[src/rtl/display_scanout.sv]
`default_nettype none
// ============================================================================
// display_scanout : VGA-style raster timing generator and pixel pipeline
// Revision: 1.0
// ============================================================================
module display_scanout #(
  parameter int   BPP     = 4,
  parameter int   HACTIVE = 640,
  parameter int   HFP     = 16,
  parameter int   HSYNC   = 96,
  parameter int   HBP     = 48,
  parameter int   VACTIVE = 480,
  parameter int   VFP     = 10,
  parameter int   VSYNC   = 2,
  parameter int   VBP     = 33,
  parameter logic HPOL    = 1'b0,
  parameter logic VPOL    = 1'b0,
  parameter int   RDLAT   = 1,
  parameter int   AW      = 19
) (
  input  logic             clk,
  input  logic             reset,
  input  logic [1:0]       mode,
  input  logic [3*BPP-1:0] solid_rgb,
  output logic [AW-1:0]    fb_addr,
  output logic             fb_re,
  input  logic [3*BPP-1:0] fb_data,
  output logic [BPP-1:0]   red,
  output logic [BPP-1:0]   grn,
  output logic [BPP-1:0]   blu,
  output logic             hsync,
  output logic             vsync,
  output logic             active,
  output logic             frame
);

  localparam int HT   = HACTIVE + HFP + HSYNC + HBP;
  localparam int VT   = VACTIVE + VFP + VSYNC + VBP;
  localparam int HW   = $clog2(HT);
  localparam int VW   = $clog2(VT);
  localparam int BARW = HACTIVE / 8;
  localparam int BW   = $clog2(BARW + 1);
  localparam int CW   = 3 * BPP;

  logic [HW-1:0] hc;
  logic [VW-1:0] vc;
  logic [31:0]   hcx, vcx;
  logic [AW-1:0] addr_q;
  logic [BW-1:0] bar_px;
  logic [2:0]    bar;
  logic [1:0]    mode_q;
  logic          hwrap, vwrap, act0, hs0, vs0, frm0, grid0;

  assign hcx   = 32'(hc);
  assign vcx   = 32'(vc);
  assign hwrap = (hc == HW'(HT - 1));
  assign vwrap = (vc == VW'(VT - 1));
  assign act0  = (hcx < HACTIVE) && (vcx < VACTIVE);
  assign hs0   = (hcx >= HACTIVE + HFP) && (hcx < HACTIVE + HFP + HSYNC);
  assign vs0   = (vcx >= VACTIVE + VFP) && (vcx < VACTIVE + VFP + VSYNC);
  assign frm0  = (hc == '0) && (vc == '0);
  assign grid0 = (hc[3:0] == 4'd0) || (vc[3:0] == 4'd0);

  assign fb_addr = addr_q;
  assign fb_re   = act0 && !reset;

  // Stage 0: raster counters, linear fetch address and the divide-free bar counter
  always_ff @(posedge clk) begin
    if (reset) begin
      hc     <= '0;
      vc     <= '0;
      addr_q <= '0;
      bar_px <= '0;
      bar    <= '0;
      mode_q <= 2'd0;
    end else begin
      hc <= hwrap ? '0 : hc + HW'(1);
      if (hwrap) vc <= vwrap ? '0 : vc + VW'(1);
      if (hwrap && vwrap)  addr_q <= '0;
      else if (act0)       addr_q <= addr_q + AW'(1);
      if (frm0) mode_q <= mode;
      if (hwrap) begin
        bar_px <= '0;
        bar    <= '0;
      end else if (act0) begin
        if (bar_px == BW'(BARW - 1)) begin
          bar_px <= '0;
          bar    <= bar + 3'd1;
        end else begin
          bar_px <= bar_px + BW'(1);
        end
      end
    end
  end

  // Control delay line matching the framebuffer read latency
  logic [7:0] pipe [RDLAT];
  logic [7:0] st0;
  assign st0 = {act0, hs0, vs0, frm0, grid0, bar};

  always_ff @(posedge clk) begin
    if (reset) begin
      for (int i = 0; i < RDLAT; i++) pipe[i] <= '0;
    end else begin
      pipe[0] <= st0;
      for (int i = 1; i < RDLAT; i++) pipe[i] <= pipe[i-1];
    end
  end

  logic          d_act, d_hs, d_vs, d_frm, d_grid;
  logic [2:0]    d_bar;
  logic [CW-1:0] pix;
  assign {d_act, d_hs, d_vs, d_frm, d_grid, d_bar} = pipe[RDLAT-1];

  always_comb begin
    pix = '0;
    case (mode_q)
      2'd0:    pix = fb_data;
      2'd1:    pix = {{BPP{~d_bar[1]}}, {BPP{~d_bar[2]}}, {BPP{~d_bar[0]}}};
      2'd2:    pix = solid_rgb;
      default: pix = {CW{d_grid}};
    endcase
  end

  always_ff @(posedge clk) begin
    if (reset) begin
      red    <= '0;
      grn    <= '0;
      blu    <= '0;
      hsync  <= ~HPOL;
      vsync  <= ~VPOL;
      active <= 1'b0;
      frame  <= 1'b0;
    end else begin
      {red, grn, blu} <= d_act ? pix : '0;
      hsync  <= d_hs ? HPOL : ~HPOL;
      vsync  <= d_vs ? VPOL : ~VPOL;
      active <= d_act;
      frame  <= d_frm;
    end
  end

endmodule
`default_nettype wire
[config.mk]
export PLATFORM = sky130hd
export DESIGN_NAME = display_scanout
export DESIGN_NICKNAME = d
export VERILOG_FILES = /design/src/rtl/display_scanout.sv
export SDC_FILE = /design/constraint.sdc
export NUM_CORES = 1
export LEC_CHECK = 0
export ABC_AREA = 1
export BUFFER_PORTS_ARGS = -buffer_cell sky130_fd_sc_hd__clkbuf_2
export CAP_MARGIN = 40
export CORE_UTILIZATION = 35
export DETAILED_ROUTE_END_ITERATION = 12
export GPL_ROUTABILITY_DRIVEN = 0
export PLACE_DENSITY_LB_ADDON = 0.12
export REMOVE_ABC_BUFFERS = 1
export SLEW_MARGIN = 30
export SYNTH_ARGS = -nofsm -noshare
export SYNTH_HDL_FRONTEND = slang
export SYNTH_SLANG_ARGS = --single-unit
export TNS_END_PERCENT = 30
[constraint.sdc]
create_clock -name clk -period 3.58 [get_ports clk]
set_input_delay 0 -clock clk [delete_from_list [all_inputs] [get_ports clk]]
set_output_delay 0 -clock clk [all_outputs]
set_load 0.05 [all_outputs]
Yosys cells after proc, flatten, opt, wreduce, memory -nomap -nowiden
Memory sizes are Yosys's and may differ from the RTL's.
Cells that the tools add are included.
Word-level totals
  output and inout port bits: 36
  input bits: 28
  memories kept: 1
  logic and storage cells: 62
  bits in registers: 67
  bits in writable memories: 8
Memories
  pipe: words 1, bits a word 8, read ports 1, clocked after memory_dff 0, write ports 1, line 97  | logic [7:0] pipe [RDLAT];
Cells by class
  $lt $le $gt $ge: 6
  $add $sub $neg: 5
  equal/unequal tests: 5
  reductions and logical operators: 18
  mux-type cells: 10
  bitwise operators: 4
Operators by type and width (number)
  $pmux W12 S3: 1
  $add A10 B1 Y10 const B: 2
  $eq A10 B10 Y1 const B: 2
  $logic_not A10 Y1: 2
  $lt A10 B10 Y1 const B: 2
  $lt A10 B9 Y1 const B: 2
  $add A19 B1 Y19 const B: 1
  $ge A10 B10 Y1 const B: 1
  $ge A10 B9 Y1 const B: 1
  $mux W10: 1
  $logic_not A4 Y1: 2
  $mux W8: 1
  $reduce_or A8 Y1: 1
  $add A7 B1 Y7 const B: 1
  $eq A7 B7 Y1 const B: 1
  $mux W7: 1
  $logic_and A1 B1 Y1: 6
  $mux W1: 6
  $reduce_or A2 Y1: 3
  $not A1 Y1: 4
  $add A3 B1 Y3 const B: 1
  $eq A2 B1 Y1 const B: 1
  $eq A2 B2 Y1 const B: 1
  $logic_not A2 Y1: 1
  other kinds (3): 3

Depth between registers and ports, before layout
  word-level depth: 3
  mapped depth: 9
  mapped depth without buffers: 9

Worst setup path before layout
OpenSTA, ideal clock, no wires.
  path kind: register -> register
  start point: register addr_q[0] (netlist: fb_addr[0])
  end point: register addr_q[18] (netlist: fb_addr[18])
  arrival time: 1617 ps
  period minus slack after synthesis: 1734 ps
  library setup time: 117 ps
  path buffers: 0
  stages on the path, launching flop included: 9
  required time: 3463 ps
  slack: 1846 ps
  path through: dfxtp_1 > ha_1 > nand3_1 > inv_1 > nand2_1 > nor2_2 > nand3_1 > nand2_1 > nor2_1
On the way
  cells in the longest elaborated chain, start to end: 1
Ends and longest elaborated chain
  from (decl): line 48  | logic [AW-1:0] addr_q;
  from (signal assigned): line 80  | else if (act0) addr_q <= addr_q + AW'(1);
  $add A19 B1 Y19: line 80
No other way between the ends.
A chain may end at the register's enable or synchronous reset.

Worst setup path in the final report
  start point: register mode_q[1]
  end point: register grn[3]
On the way
  cells in the longest elaborated chain, start to end: 2
  elaborated cells between the ends (all ways): 4
  classes of those cells: 2 x eq/ne; 1 x mux; 1 x reduce/logical
Ends and longest elaborated chain
  from (decl): line 51  | logic [1:0] mode_q;
  from (signal assigned): line 81  | if (frm0) mode_q <= mode;
  $eq A2 B2 Y1, or another cell as far along: line 117  | case (mode_q)
  $pmux W12 S3 (*): line 117
  to (signal assigned): line 135  | {red, grn, blu} <= d_act ? pix : '0;
  to (decl): line 29  | output logic [BPP-1:0] grn,
Every way passes the cells marked *; elsewhere a longest branch is shown, timed or not.

==> results.md <==
Place:
- Detailed placement finished with a half-perimeter wire length of 5980 um.
- Once placement completed, the tool counted placed cells totaling approximately 720.
- The setup slack after placement is between 1500 and 2000 ps.
- Port buffering added 63 buffers.
- After detailed placement, the total cell area comes to ~0.0041 mm^2.

CTS:
- Clock tree synthesis inserted a total of 9 buffers.
- The H-tree level count is 3.
- The clock net in this run drives a total of 75 sinks.
- The clock latency on the worst-skew pair is between 300 and 400 ps.
- The number of buffers inserted by post-CTS setup repair is 0.
- The clock passes through at most 2 buffers.
- The root cell of the clock tree is sky130_fd_sc_hd__clkbuf_8.
- The clock edge transition at the registers on the reported setup and hold paths is 90 ps.
- TritonCTS built the clock tree.

Setup path:
- The type of destination of the critical path is a flop.
- The worst endpoint required time is between 3000 and 4000 ps.
- The worst reg2reg path startpoint is mode_q[1].
- In this run the critical register-to-register path is captured at grn[3].
- The endpoint arrival time on the critical path is ~2300 ps.
- The critical path launch point type is a flop.
- The critical path is of the reg -> reg type.
- The number of cells on the worst reg-to-reg path is 5.
- The worst register-to-register path has a setup slack of 1560 ps.
- Of all nets on the critical path, the largest fanout is 12.

Cells and area:
- The flip-flop and latch area is roughly 0.0015 mm^2.
- The area of the multi-input gates is 0.00179 mm^2.
- The area growth from synthesis to layout is 23.7%.
- After filler insertion, the fill cell instance count of the layout stands at about 1.1k.
- After routing the design area is roughly 0.0045 mm^2.
- The final cell count without fillers is approximately 760.
- In the final layout, the share of cells above drive strength 1 is 0.162.
- The number of antenna repair diodes is 0.
- The number of nets in the final layout is approximately 650.

Synthesis:
- The Yosys step of the flow raised 0 warnings.
- The share of the Yosys chip area taken by registers is 0.409.
- The synthesis-stage register bit count is between 70 and 80.
- After technology mapping, the gate count stands at 528.
- The unique cell type count in the Yosys netlist is 32.
- In this run the cell area of the synthesized design comes to 0.00367 mm^2.
- In this run the mean area of a mapped cell was ~7.0 um^2.

Routing:
- The number of DRC violations after detailed routing is 2.
- In the routed layout, each cell is associated on average with a via count of ~4.6.
- The first routing iteration left approximately 170 violations.
- The average routed wire per standard cell is approximately 11 um.
- The post-detailed-route count of antenna-violating nets is 0.
- The number of iterations in the first detailed-routing pass is 8.
- The total number of vias is about 3.5k.
- The final layout contains routed wiring with a total length of approximately 8500 um.

Die:
- The floorplan step set the die width to around 100 um.
- The starting density of the core is 0.359.
- The core region is approximately 0.01 mm^2.
- Row generation in the floorplan step produced 37 rows.
- The die covers 0.0109 mm^2.
- Measured along the y axis, the die boundary spans 104 um.
- For this design the top-level I/O count stands at 64.

Timing:
- The shortest period the worst path allows is 2020 ps.
- On the final layout, the worst clock skew is between 10 and 15 ps.
- The number of slew-limit violations in the final report is 0.
- The number of hold violations in the final report is 0.
- Setup violations remaining at the end of the flow were counted as 0.
- The worst slew margin relative to its limit is 0.495.
- Summed over all failing endpoints, the final setup total negative slack is 0 ps.
- At the pin with the least slew margin, the transition time is between 700 and 800 ps.
- In the finished design, the share of the clock period the worst path needs comes to 0.565.
- Setup repair after global routing left no endpoint under its margin.
- The highest clock frequency the design can meet is 494 MHz.
- The final worst slack is approximately 1600 ps.

Hold path:
- The worst hold path belongs to the class in -> reg.
- The critical hold path startpoint is reset.
- The worst hold path passes through 2 cells.
- For hold timing, the worst endpoint is frame.

Global route:
- The via count of the first global-routing pass came to between 3k and 4k.
- Across every metal layer, demand over resource in global routing totals 0.168.
- The maximum number of pins on one net before global-route repair is 29.
- The first global-routing pass estimated 14800 um of wire.
- The number of antenna violations at the first check in global routing is 0.
- After global routing the overflow that remains totals 0.

Run status:
- The run finished, with violations left.
- The final reports fail on DRC.

Pwr:
- The leakage component of the power is between 2 and 2.5 nW.
- The worst-case IR drop observed on VDD is between 300 and 400 uV.
- In this run the power density over the cells is 415 mW/mm^2.

Run:
- The max-cap check violation count is 0.
==> cells in the mapped netlist <==
library cell | n | area [um^2]
sky130_fd_sc_hd__nor3_4 | 1 | 16.3
sky130_fd_sc_hd__nand2_1 | 135 | 507
sky130_fd_sc_hd__o21a_1 | 1 | 7.51
sky130_fd_sc_hd__o21ai_2 | 1 | 8.76
sky130_fd_sc_hd__buf_6 | 5 | 56.3
sky130_fd_sc_hd__a41oi_1 | 12 | 105
sky130_fd_sc_hd__ha_1 | 7 | 87.6
sky130_fd_sc_hd__dfxtp_1 | 75 | 1500
sky130_fd_sc_hd__o21ai_0 | 6 | 30.0
sky130_fd_sc_hd__xor2_1 | 8 | 70.1
sky130_fd_sc_hd__inv_2 | 5 | 18.8
sky130_fd_sc_hd__nand3b_1 | 4 | 30.0
sky130_fd_sc_hd__nand3_2 | 4 | 40.0
sky130_fd_sc_hd__nand2_4 | 2 | 22.5
sky130_fd_sc_hd__o22ai_1 | 1 | 6.26
sky130_fd_sc_hd__nor2_2 | 4 | 25.0
sky130_fd_sc_hd__nand2_8 | 1 | 20.0
sky130_fd_sc_hd__nor4_1 | 1 | 6.26
sky130_fd_sc_hd__nand4_1 | 10 | 62.6
sky130_fd_sc_hd__a21oi_1 | 16 | 80.1
sky130_fd_sc_hd__buf_2 | 2 | 10.0
sky130_fd_sc_hd__nor3b_1 | 3 | 22.5
sky130_fd_sc_hd__o21ai_1 | 1 | 5.00
sky130_fd_sc_hd__nand3_1 | 46 | 230
sky130_fd_sc_hd__nor2_1 | 84 | 315
sky130_fd_sc_hd__nor2_4 | 2 | 22.5
sky130_fd_sc_hd__a211oi_1 | 1 | 7.51
sky130_fd_sc_hd__nand2_2 | 2 | 12.5
sky130_fd_sc_hd__nor3_1 | 5 | 25.0
sky130_fd_sc_hd__o21bai_1 | 3 | 22.5
sky130_fd_sc_hd__clkbuf_1 | 4 | 15.0
sky130_fd_sc_hd__inv_1 | 76 | 285
==> what timing repair did <==
item	4_1_cts	5_1_grt
hold endpoints to repair	14	0
hold buffers	26	0
gates resized for setup	0	0
==> sequential cells by signal, indices dropped and copies added, names as in the netlist <==
signal and count:
active 1, bar 3, bar_px 7, blu 4
fb_addr 19, frame 1, grn 4, hc 10
hsync 1, mode_q 2, pipe 8, red 4
vc 10, vsync 1
==> worst max-delay path by stage <==
stage | start | endpoint | slack [ps] | cells past startpoint
after CTS | mode_q[1] | blu[2] | 1560 | 5
final | mode_q[1] | grn[3] | 1560 | 5
after floorplan | fb_addr[0] | fb_addr[18] | 1840 | 8
after global routing | mode_q[1] | red[3] | 1360 | 5
after global placement | hc[0] | fb_addr[7] | 1900 | 8
after detailed placement | hc[0] | vc[2] | 1830 | 8
==> layout by cell type (no fill, tap or decap), types with 6 or more instances in the layout <==
master	synthesis	layout
sky130_fd_sc_hd__a21oi_1	16	16
sky130_fd_sc_hd__a41oi_1	12	12
sky130_fd_sc_hd__clkbuf_2	0	63
sky130_fd_sc_hd__clkbuf_8	0	9
sky130_fd_sc_hd__dfxtp_1	75	75
sky130_fd_sc_hd__dlygate4sd3_1	0	26
sky130_fd_sc_hd__ha_1	7	7
sky130_fd_sc_hd__inv_1	76	76
sky130_fd_sc_hd__nand2_1	135	135
sky130_fd_sc_hd__nand3_1	46	46
sky130_fd_sc_hd__nand4_1	10	10
sky130_fd_sc_hd__nor2_1	84	84
sky130_fd_sc_hd__o21ai_0	6	6
sky130_fd_sc_hd__xor2_1	8	8
==> power by group <==
group,switching [W],internal (W)
sequential,0.0000337,0.000874
combinational,0.000210,0.000105
clock,0.000337,0.000331
==> critical path, stage by stage, from the launching register on <==
cell                            delay (ps)
sky130_fd_sc_hd__dfxtp_1               370
sky130_fd_sc_hd__inv_1                  90
sky130_fd_sc_hd__nor2_1                580
sky130_fd_sc_hd__nand2_1               110
sky130_fd_sc_hd__a41oi_1               220
sky130_fd_sc_hd__dlygate4sd3_1         580
==> logic make-up after synthesis <==
group	synth area share
compound gates	0.0742
xor+xnor	0.0191
fa+ha+maj	0.0238
buf+inv	0.105
flops	0.409
simple gates	0.369
==> through the flow <==
stage	utilization	hold WS [ps]	power, W
5_1_grt	0.444	34.5	0.00199
3_5_place_dp	0.399	295	0.00121
6_report	0.444	15.7	0.00189
3_3_place_gp	0.399	295	0.00121
2_1_floorplan	-	69.1	0.00114
4_1_cts	0.444	17.9	0.00192
==> layout make-up <==
class / instances / share of cell area
multi-input combinational: 361 / 0.393
sequential: 75 / 0.330
timing repair buffer: 90 / 0.128
inverter: 81 / 0.0669
tap: 136 / 0.0374
clock buffer: 10 / 0.0281
clock inverter: 6 / 0.0165
==> layer usage <==
metal	wire length, um	GRT usage	part of all wire
met2	3970	0.285	0.47
met1	4150	0.208	0.49
met5	0	0	0
met4	103	0.0704	0.012
met3	305	0.0288	0.036
Power figures use the tool's default switching activity.
